<file path="src/rtl/dmem_pkg.sv">
// Shared encodings, FSM states and address helpers for the data-memory
// read-modify-write arbiter.
package dmem_pkg;

  localparam logic [1:0] SZ_BYTE = 2'b00;
  localparam logic [1:0] SZ_HALF = 2'b01;
  localparam logic [1:0] SZ_WORD = 2'b10;

  // Bit of reqN_strb that selects zero extension on loads.
  localparam int STRB_UNS_BIT = 2;

  typedef enum logic [2:0] {
    ST_IDLE  = 3'd0,
    ST_READ  = 3'd1,
    ST_MERGE = 3'd2,
    ST_WRITE = 3'd3,
    ST_RESP  = 3'd4
  } state_e;

  function automatic int dmem_addr_w(input int depth);
    return $clog2(depth) + 2;
  endfunction

  function automatic logic is_misaligned(input logic [1:0] size, input logic [1:0] lo);
    logic res;
    case (size)
      SZ_BYTE: res = 1'b0;
      SZ_HALF: res = lo[0];
      default: res = |lo;
    endcase
    return res;
  endfunction

  // Low address bits forced to the natural alignment of the access size.
  function automatic logic [1:0] align_lo(input logic [1:0] size, input logic [1:0] lo);
    logic [1:0] res;
    case (size)
      SZ_BYTE: res = lo;
      SZ_HALF: res = {lo[1], 1'b0};
      default: res = 2'b00;
    endcase
    return res;
  endfunction

endpackage

</file>
<file path="src/rtl/dmem_lane_unit.sv">
// Combinational byte-lane logic: load extraction with sign/zero extension
// and sub-word store merge into the previously read word.
module dmem_lane_unit
  import dmem_pkg::*;
(
  input  logic [31:0] rd_word_i,
  input  logic [1:0]  addr_lo_i,
  input  logic [1:0]  size_i,
  input  logic        unsigned_i,
  input  logic [31:0] wdata_i,
  output logic [31:0] load_data_o,
  output logic [31:0] store_word_o
);

  logic [31:0] shifted_s;

  // Lane selection and extension for loads, lane replacement for stores.
  always_comb begin
    shifted_s    = rd_word_i >> {addr_lo_i, 3'b000};
    load_data_o  = shifted_s;
    store_word_o = wdata_i;
    case (size_i)
      SZ_BYTE: begin
        load_data_o = unsigned_i ? {24'h000000, shifted_s[7:0]}
                                 : {{24{shifted_s[7]}}, shifted_s[7:0]};
        store_word_o = rd_word_i;
        store_word_o[{addr_lo_i, 3'b000} +: 8] = wdata_i[7:0];
      end
      SZ_HALF: begin
        load_data_o = unsigned_i ? {16'h0000, shifted_s[15:0]}
                                 : {{16{shifted_s[15]}}, shifted_s[15:0]};
        store_word_o = rd_word_i;
        store_word_o[{addr_lo_i[1], 4'b0000} +: 16] = wdata_i[15:0];
      end
      default: begin
        load_data_o  = shifted_s;
        store_word_o = wdata_i;
      end
    endcase
  end

endmodule

</file>
<file path="src/rtl/dmem_rmw_arbiter.sv">
// Two-port round-robin front end for a 1R1W word memory: extended loads and
// read-modify-write sub-word stores. Build option DMEM_MISALIGN_TRAP_EN makes
// misaligned accesses return an error instead of being force-aligned.
module dmem_rmw_arbiter
  import dmem_pkg::*;
#(
  parameter int MEM_DEPTH = 4,
  parameter int ADDR_W    = dmem_addr_w(MEM_DEPTH)
) (
  input  logic              clk,
  input  logic              rst,
  input  logic              req0_valid,
  output logic              req0_ready,
  input  logic              req0_we,
  input  logic [ADDR_W-1:0] req0_addr,
  input  logic [31:0]       req0_wdata,
  input  logic [2:0]        req0_strb,
  output logic              rsp0_valid,
  output logic [31:0]       rsp0_rdata,
  output logic              rsp0_err,
  input  logic              req1_valid,
  output logic              req1_ready,
  input  logic              req1_we,
  input  logic [ADDR_W-1:0] req1_addr,
  input  logic [31:0]       req1_wdata,
  input  logic [2:0]        req1_strb,
  output logic              rsp1_valid,
  output logic [31:0]       rsp1_rdata,
  output logic              rsp1_err,
  output logic [ADDR_W-1:0] mem_rd_addr,
  output logic [ADDR_W-1:0] mem_wr_addr,
  output logic [31:0]       mem_wr_din,
  output logic              mem_we,
  input  logic [31:0]       mem_rd_dout
);

  state_e            state_q, state_d;
  logic              ptr_q, ptr_d;
  logic              port_q, port_d;
  logic              we_q, we_d;
  logic [ADDR_W-1:0] addr_q, addr_d;
  logic [31:0]       wdata_q, wdata_d;
  logic [1:0]        size_q, size_d;
  logic              uns_q, uns_d;
  logic              rsp0_valid_q, rsp1_valid_q;
  logic [31:0]       rsp0_rdata_q, rsp1_rdata_q;
  logic              rsp0_err_q, rsp1_err_q;

  logic              any_s, gnt_s;
  logic              sel_we_s;
  logic [ADDR_W-1:0] sel_addr_s;
  logic [31:0]       sel_wdata_s;
  logic [2:0]        sel_strb_s;
  logic [1:0]        sel_size_s;
  logic              rsp_fire_s, rsp_port_s, rsp_err_s;
  logic [31:0]       rsp_data_s;
  logic [31:0]       load_data_s, store_word_s;

  // ptr_q remembers the last granted port; the other one wins a tie.
  always_comb begin
    any_s       = req0_valid | req1_valid;
    gnt_s       = (req0_valid & req1_valid) ? ~ptr_q : ~req0_valid;
    sel_we_s    = gnt_s ? req1_we    : req0_we;
    sel_addr_s  = gnt_s ? req1_addr  : req0_addr;
    sel_wdata_s = gnt_s ? req1_wdata : req0_wdata;
    sel_strb_s  = gnt_s ? req1_strb  : req0_strb;
    sel_size_s  = (sel_strb_s[1:0] == 2'b11) ? SZ_WORD : sel_strb_s[1:0];
    req0_ready  = (state_q == ST_IDLE) && req0_valid && !gnt_s;
    req1_ready  = (state_q == ST_IDLE) && req1_valid && gnt_s;
  end

  dmem_lane_unit u_lane (
    .rd_word_i    (mem_rd_dout),
    .addr_lo_i    (addr_q[1:0]),
    .size_i       (size_q),
    .unsigned_i   (uns_q),
    .wdata_i      (wdata_q),
    .load_data_o  (load_data_s),
    .store_word_o (store_word_s)
  );

  // Memory port is driven straight from state and latched address.
  always_comb begin
    mem_rd_addr = {addr_q[ADDR_W-1:2], 2'b00};
    mem_wr_addr = {addr_q[ADDR_W-1:2], 2'b00};
    mem_we      = (state_q == ST_WRITE) || ((state_q == ST_MERGE) && we_q);
    mem_wr_din  = (state_q == ST_WRITE) ? wdata_q : store_word_s;
  end

  // Next-state logic, request latching and response generation.
  always_comb begin
    state_d    = state_q;
    ptr_d      = ptr_q;
    port_d     = port_q;
    we_d       = we_q;
    addr_d     = addr_q;
    wdata_d    = wdata_q;
    size_d     = size_q;
    uns_d      = uns_q;
    rsp_fire_s = 1'b0;
    rsp_port_s = port_q;
    rsp_err_s  = 1'b0;
    rsp_data_s = 32'h0000_0000;
    case (state_q)
      ST_IDLE: begin
        if (any_s) begin
          ptr_d   = gnt_s;
          port_d  = gnt_s;
          we_d    = sel_we_s;
          wdata_d = sel_wdata_s;
          size_d  = sel_size_s;
          uns_d   = sel_strb_s[STRB_UNS_BIT];
          addr_d  = {sel_addr_s[ADDR_W-1:2], align_lo(sel_size_s, sel_addr_s[1:0])};
`ifdef DMEM_MISALIGN_TRAP_EN
          if (is_misaligned(sel_size_s, sel_addr_s[1:0])) begin
            state_d    = ST_RESP;
            rsp_fire_s = 1'b1;
            rsp_port_s = gnt_s;
            rsp_err_s  = 1'b1;
          end else if (sel_we_s && (sel_size_s == SZ_WORD)) begin
            state_d = ST_WRITE;
          end else begin
            state_d = ST_READ;
          end
`else
          if (sel_we_s && (sel_size_s == SZ_WORD)) begin
            state_d = ST_WRITE;
          end else begin
            state_d = ST_READ;
          end
`endif
        end else begin
          state_d = ST_IDLE;
        end
      end
      ST_READ: state_d = ST_MERGE;
      ST_MERGE: begin
        state_d    = ST_RESP;
        rsp_fire_s = 1'b1;
        rsp_data_s = we_q ? 32'h0000_0000 : load_data_s;
      end
      ST_WRITE: begin
        state_d    = ST_RESP;
        rsp_fire_s = 1'b1;
      end
      ST_RESP: state_d = ST_IDLE;
      default: state_d = ST_IDLE;
    endcase
  end

  // State and latched request; responses registered so they pulse during RESP.
  always_ff @(posedge clk or negedge rst) begin
    if (!rst) begin
      state_q      <= ST_IDLE;
      ptr_q        <= 1'b1;
      port_q       <= 1'b0;
      we_q         <= 1'b0;
      addr_q       <= '0;
      wdata_q      <= 32'h0000_0000;
      size_q       <= SZ_BYTE;
      uns_q        <= 1'b0;
      rsp0_valid_q <= 1'b0;
      rsp1_valid_q <= 1'b0;
      rsp0_rdata_q <= 32'h0000_0000;
      rsp1_rdata_q <= 32'h0000_0000;
      rsp0_err_q   <= 1'b0;
      rsp1_err_q   <= 1'b0;
    end else begin
      state_q      <= state_d;
      ptr_q        <= ptr_d;
      port_q       <= port_d;
      we_q         <= we_d;
      addr_q       <= addr_d;
      wdata_q      <= wdata_d;
      size_q       <= size_d;
      uns_q        <= uns_d;
      rsp0_valid_q <= rsp_fire_s && !rsp_port_s;
      rsp1_valid_q <= rsp_fire_s && rsp_port_s;
      if (rsp_fire_s && !rsp_port_s) begin
        rsp0_rdata_q <= rsp_data_s;
        rsp0_err_q   <= rsp_err_s;
      end else begin
        rsp0_rdata_q <= rsp0_rdata_q;
        rsp0_err_q   <= rsp0_err_q;
      end
      if (rsp_fire_s && rsp_port_s) begin
        rsp1_rdata_q <= rsp_data_s;
        rsp1_err_q   <= rsp_err_s;
      end else begin
        rsp1_rdata_q <= rsp1_rdata_q;
        rsp1_err_q   <= rsp1_err_q;
      end
    end
  end

  assign rsp0_valid = rsp0_valid_q;
  assign rsp0_rdata = rsp0_rdata_q;
  assign rsp0_err   = rsp0_err_q;
  assign rsp1_valid = rsp1_valid_q;
  assign rsp1_rdata = rsp1_rdata_q;
  assign rsp1_err   = rsp1_err_q;

endmodule

</file>
<file path="config.mk">
export PLATFORM = sky130hd
export DESIGN_NAME = dmem_rmw_arbiter
export DESIGN_NICKNAME = d
export VERILOG_FILES = /design/src/rtl/dmem_pkg.sv /design/src/rtl/dmem_lane_unit.sv /design/src/rtl/dmem_rmw_arbiter.sv
export SDC_FILE = /design/constraint.sdc
export NUM_CORES = 1
export LEC_CHECK = 0
export ABC_AREA = 1
export BUFFER_PORTS_ARGS = -buffer_cell sky130_fd_sc_hd__buf_4
export CORE_UTILIZATION = 53
export DETAILED_ROUTE_END_ITERATION = 8
export PLACE_DENSITY = 0.82
export SYNTH_ARGS = -nofsm -noshare
export SYNTH_HDL_FRONTEND = slang
export SYNTH_SLANG_ARGS = --single-unit
</file>
<file path="constraint.sdc">
create_clock -name clk -period 3.4 [get_ports clk]
set_clock_uncertainty 0.1 [all_clocks]
set_input_delay 0.34 -clock clk [delete_from_list [all_inputs] [get_ports clk]]
set_output_delay 0.34 -clock clk [all_outputs]
set_load 0.02 [all_outputs]
</file>
# Yosys cells after proc, flatten, opt, wreduce, memory -nomap -nowiden
# Index checks and enable logic that the tools add are counted.
# word_totals
ff_bits	111
latch_bits	0
ramBits	0
rom_bits	0
out_inout_bits	111
elab_cells	66
n_memories	0
# classes
add_sub_neg	2
multipliers	0
div_mod_pow	0
magnitude_cmp	0
eq_ne	7
shifts	5
n_mux	20
n_bitwise	4
n_reduce_logical	16
# op_table
operator	n
two-way mux 32 bit	6
case mux 32 bit (2 select lines)	2
bitwise mux 32 bit	2
variable shift 16 x 7 -> 32 bit (first input constant)	1
variable shift 8 x 7 -> 32 bit (first input constant)	1
indexed part select 16 x 7 -> 32 bit	1
indexed part select 8 x 7 -> 32 bit	1
right shift 32 x 5 -> 32 bit	1
negation 5 -> 7 bit	2
case mux 3 bit (3 select lines)	1
logical AND 1 bit	8
== test 3 x 2 -> 1 bit (second input constant)	2
two-way mux 3 bit	2
== test 2 x 1 -> 1 bit (second input constant)	2
== test 2 bit (second input constant)	2
logical NOT 2 bit	2
two-way mux 2 bit	2
two-way mux 4 bit	1
case mux 2 bit (2 select lines)	1
== test 3 x 1 -> 1 bit (second input constant)	1
logical NOT 3 bit	1
two-way mux 1 bit	3
logical NOT 1 bit	2
inverter 1 bit	2
other kinds (5)	5

# Depth between registers and ports, before layout
# logic_depth
word_depth	10
depth_mapped	14
ltp_nobuf	10

# Cells and area by module
# A second synthesis with hierarchy kept.
# hier_totals
hier_cells	1120
hier_area_um2	7470.9
# modules_own_cells
module	instances	cells_each	area_each_um2	seq_area_each_um2
dmem_rmw_arbiter	1	685	5475.3	2778.9
dmem_lane_unit	1	435	1995.7	0.0

# Worst setup path before layout
# OpenSTA, ideal clock, no wires.
# synth_path
path_type	reg-to-output
from	register addr_q[1]
to	output mem_wr_din[8]
arrival_time_ns	2.052
path_slack_ns	0.908
path_stages_with_launch	14
cell_sequence	dfrtp_1 -> buf_4 -> inv_4 -> buf_4 -> buf_2 -> ha_1 -> inv_2 -> nor2_4 -> nand2_1 -> o21ai_0 -> nand2_1 -> nand2_1 -> nand2_1 -> nand2_1
# synth_between
elab_chain_len	5
elab_cells_between_ends	10
classes_between	add/sub (2); shift (4); mux (4)
# synth_rtl
element	line	source
from (decl)	dmem_rmw_arbiter.sv:41	logic [ADDR_W-1:0] addr_q, addr_d;
from (signal assigned)	dmem_rmw_arbiter.sv:173	addr_q <= addr_d;
negation 5 -> 7 bit (on tied branches)	dmem_lane_unit.sv:33, dmem_lane_unit.sv:27	
indexed part select 16 x 7 -> 32 bit, or another cell as far along	dmem_lane_unit.sv:33	store_word_o[{addr_lo_i[1], 4'b0000} +: 16] = wdata_i[15:0];
bitwise mux 32 bit (on tied branches)	dmem_lane_unit.sv:33, dmem_lane_unit.sv:27	
case mux 32 bit (2 select lines) *	dmem_lane_unit.sv:22	case (size_i)
two-way mux 32 bit *	dmem_rmw_arbiter.sv:87	mem_wr_din = (state_q == ST_WRITE) ? wdata_q : store_word_s;
to (decl)	dmem_rmw_arbiter.sv:32	output logic [31:0] mem_wr_din,
# Mark *: on every way between the ends. The rest lies on a longest branch, timed or not.

# Worst setup path in the final report
# layout_path
from	register addr_q[1]
to	output mem_wr_din[21]
# The elaborated chain is that of the path after synthesis.

==> out/results.txt <==
VDD IR max -> 0.534 mV
XOR/XNOR Fraction of Synth Area -> 0%
Place WS -> 0.771 ns
CTS tree -> yes
H-tree depth -> 3
Number of remaining DRC errors -> 0
Filler cells -> 1250
RSZ-0062 raised after global routing -> no
CP bufs+invs -> 3
CP max-delay cell -> dfrtp_1
Post-synth ARST share -> 100%
Yosys warning count -> 0
Status -> finished with violations
Worst setup SP type -> register
Core Util, Final -> 68.3%
Yosys top cell by area -> dfrtp_1
Leak -> 4.95 nW
Sequential fraction of the synthesis area -> 38.0%
Port Buffers -> 220
Worst path top cell family by delay -> simple AND/OR/NAND/NOR gates
Period Utilization, post-route -> 90.7%
Crit path from -> addr_q[1]
Combined area of the multi-input logic cells -> 3800 sq um
First DRT Iteration DRCs -> 802
Final WL -> 22.8 mm
Slew HR -> 41.3%
Pwr dens -> 968 nW/um^2
Initial Util -> 54.7%
Compound-Gate Fraction of Synth Area -> 16.3%
Setup bufs post-CTS -> 0
Final Hold Vio Count -> 20
Clk_lat worst skew -> 0.37 ns
Most used cell, CP -> nand2_1
Area share of the largest cell type after synthesis -> 37.7%
I/O pin cnt -> 227
Clk slew on worst S/H paths -> 0.08 ns
CTS buffer count -> 9
Die width -> 119 um
Most common cell in the netlist -> nand2_1
Final hold slack -> -0.00622 ns
Maxcap violations -> 0
Min cycle time layout -> 3.08 ns
Yosys reg bits -> 111
Synth Area in Simple Gates -> 34.6%
Setup CP Type -> reg2out
Reg-to-Reg Start -> ptr_q
Storage cell area -> 2780 sq um
CP Cell Sequence -> buf_4 -> ha_1 -> inv_1 -> nor2_1 -> nand3_1 -> o21ai_0 -> nand2_1 -> nand2_1 -> nand2_1 -> nand2_1 -> buf_4
Nets@finish -> 1358
First-pass iteration count of the detailed router -> 6
Slew Limit Fails -> 0
Post_cts resized -> 0
# diodes -> 0
Die ar. -> 14300 sq um
Netlist cell types -> 33
Synth top cells by count -> nand2_1 (399), o21ai_0 (120), dfrtp_1 (110), nand3_1 (79), a21oi_1 (55)
Clock Tree Root -> clkbuf_16
Routed len/inst -> 16.1 um
Post-synth EDFFs -> 0
Top post-synthesis cells by area -> dfrtp_1 (38%), nand2_1 (21%), o21ai_0 (8.2%)
Core Region -> 13300 sq um
Mux share of post-synthesis cell area -> 0%
Vias per cell -> 5.46
DP HPWL -> 17.0 mm
GRT Util Overall -> 32.5%
Largest net degree at the start of global routing -> 68
Gp weighted congestion -> 0.971
Clk sinks -> 111
Antenna Violating Nets Remaining -> 0
Initial antenna violation count -> 0
Share of layout cells above drive strength 1 -> 25.6%
Die H -> 119 um
Area Growth Syn to Fin -> 24.7%
WP data required -> 2.96 ns
Vias -> 7737
Failing checks -> negative hold slack
Setup TNS -> 0 ns
Max Freq -> 0.324 GHz
Main combinational cell family by area after synthesis -> simple AND/OR/NAND/NOR gates
Vias in the first global route -> 7095
Critical Path AT -> 2.64 ns
Max stage delay on crit path -> 0.50 ns
Worst hold path class -> in2async
Grt ovf -> 0
Worst-Margin Slew -> 0.877 ns
Crit. End Element -> output pin
Row count -> 42
Syn Inst Count -> 1066
Synthesized area -> 7310 sq um
# hold bufs at CTS -> 0
Final WS setup -> 0.315 ns
First-pass GRT wire length -> 36.2 mm
Post-Synth Adder-Cell Area -> 0.856%
Primary FF master, synth -> dfrtp_1
Critical path peak fanout -> 16
Average cell area after synthesis -> 6.85 sq um
Finish-stage setup viols -> 0
Clock tree buffer depth -> 2
worst register-to-register path, delay by kind of cell (launching register included):
family	cells	cell delay [ns]
AOI/OAI and AO/OA	3	1.18
buffers and inverters	1	0.46
DFF	1	0.39
cell families (layout without fill, tap and decap cells):
family / after synthesis / after routing
adder cells (fa/ha/maj): 5 / 5
buffers and inverters: 141 / 312
AO/OA/AOI/OAI: 227 / 227
flip-flops: 111 / 111
other: 1 / 6
AND/OR/NAND/NOR: 581 / 581
final timing paths:
path                       slack (ns)             end  depth (start not counted)
setup / recovery                 0.32  mem_wr_din[21]                         11
hold / removal                 -0.006  rsp1_rdata[11]                          1
setup reg to reg                 1.13     wdata_q[15]                          4
hold reg to reg                  0.39   rsp1_rdata[0]                          2
max in group asynchronous        2.41           ptr_q                          2
min in group clk                 0.16     wdata_q[24]                          3
sequential cells by signal, indices dropped and copies added, names as in the netlist:
| register | count |
|---|---|
| addr_q | 4 |
| port_q | 1 |
| ptr_q | 1 |
| rsp0_rdata | 32 |
| rsp0_valid | 1 |
| rsp1_rdata | 32 |
| rsp1_valid | 1 |
| size_q | 2 |
| state_q | 3 |
| uns_q | 1 |
| wdata_q | 32 |
| we_q | 1 |
power by group:
part	switching (W)	internal (W)	total, W
combinational	0.00336	0.00188	0.00524
sequential	0.000567	0.00194	0.00251
clock	0.000556	0.000526	0.00108
total	0.00448	0.00434	0.00882
per-stage QoR:
stage	hold WS [ns]	std cells	power [W]	cell area (sq um)
final	-0.00622	1418	0.00882	9110
after floorplan	-0.0556	1071	0.00593	7320
after CTS	0.0136	1418	0.00882	9110
after detailed placement	0.368	1402	0.00772	8810
after global routing	0.0674	1418	0.00945	9110
after global placement	0.365	1402	0.00762	8810
metal layers:
layer / vias to the layer above / global-route usage (%) / share of wire (%)
met1: 3518 / 44.1 / 42
met3: 45 / 6.99 / 9.1
met4: 0 / 11.1 / 2.5
met5: - / 0 / 0
met2: 396 / 51.6 / 46
li1: 3778 / - / -
cell type report:
class / count / area share (%)
tap: 176 / 2.42
multi-input combinational: 819 / 41.8
clock inverter: 7 / 0.879
sequential: 111 / 30.5
inverter: 64 / 2.72
clock buffer: 9 / 2.47
timing repair buffer: 232 / 19.3
cells in the final DEF, fill, tap and decap left out:
master / instances
nor2_8: 1
nor2_4: 5
nand2_1: 399
clkbuf_16: 9
o22ai_1: 2
o21ai_1: 34
nand3_4: 3
o21ai_0: 120
clkinvlp_4: 1
buf_12: 1
nand3_1: 79
inv_6: 3
nand2_2: 3
dfstp_2: 1
nand3_2: 1
nor2_2: 3
or2_2: 35
a21oi_1: 55
inv_8: 2
ha_1: 5
nor3_4: 1
o211ai_1: 14
conb_1: 6
buf_4: 231
nor2_1: 41
o21ai_4: 1
clkinv_8: 2
inv_4: 1
nand2_4: 2
dfrtp_1: 110
inv_2: 11
a21oi_2: 1
nand4_1: 8
inv_1: 51
Power figures use the tool's default switching activity.
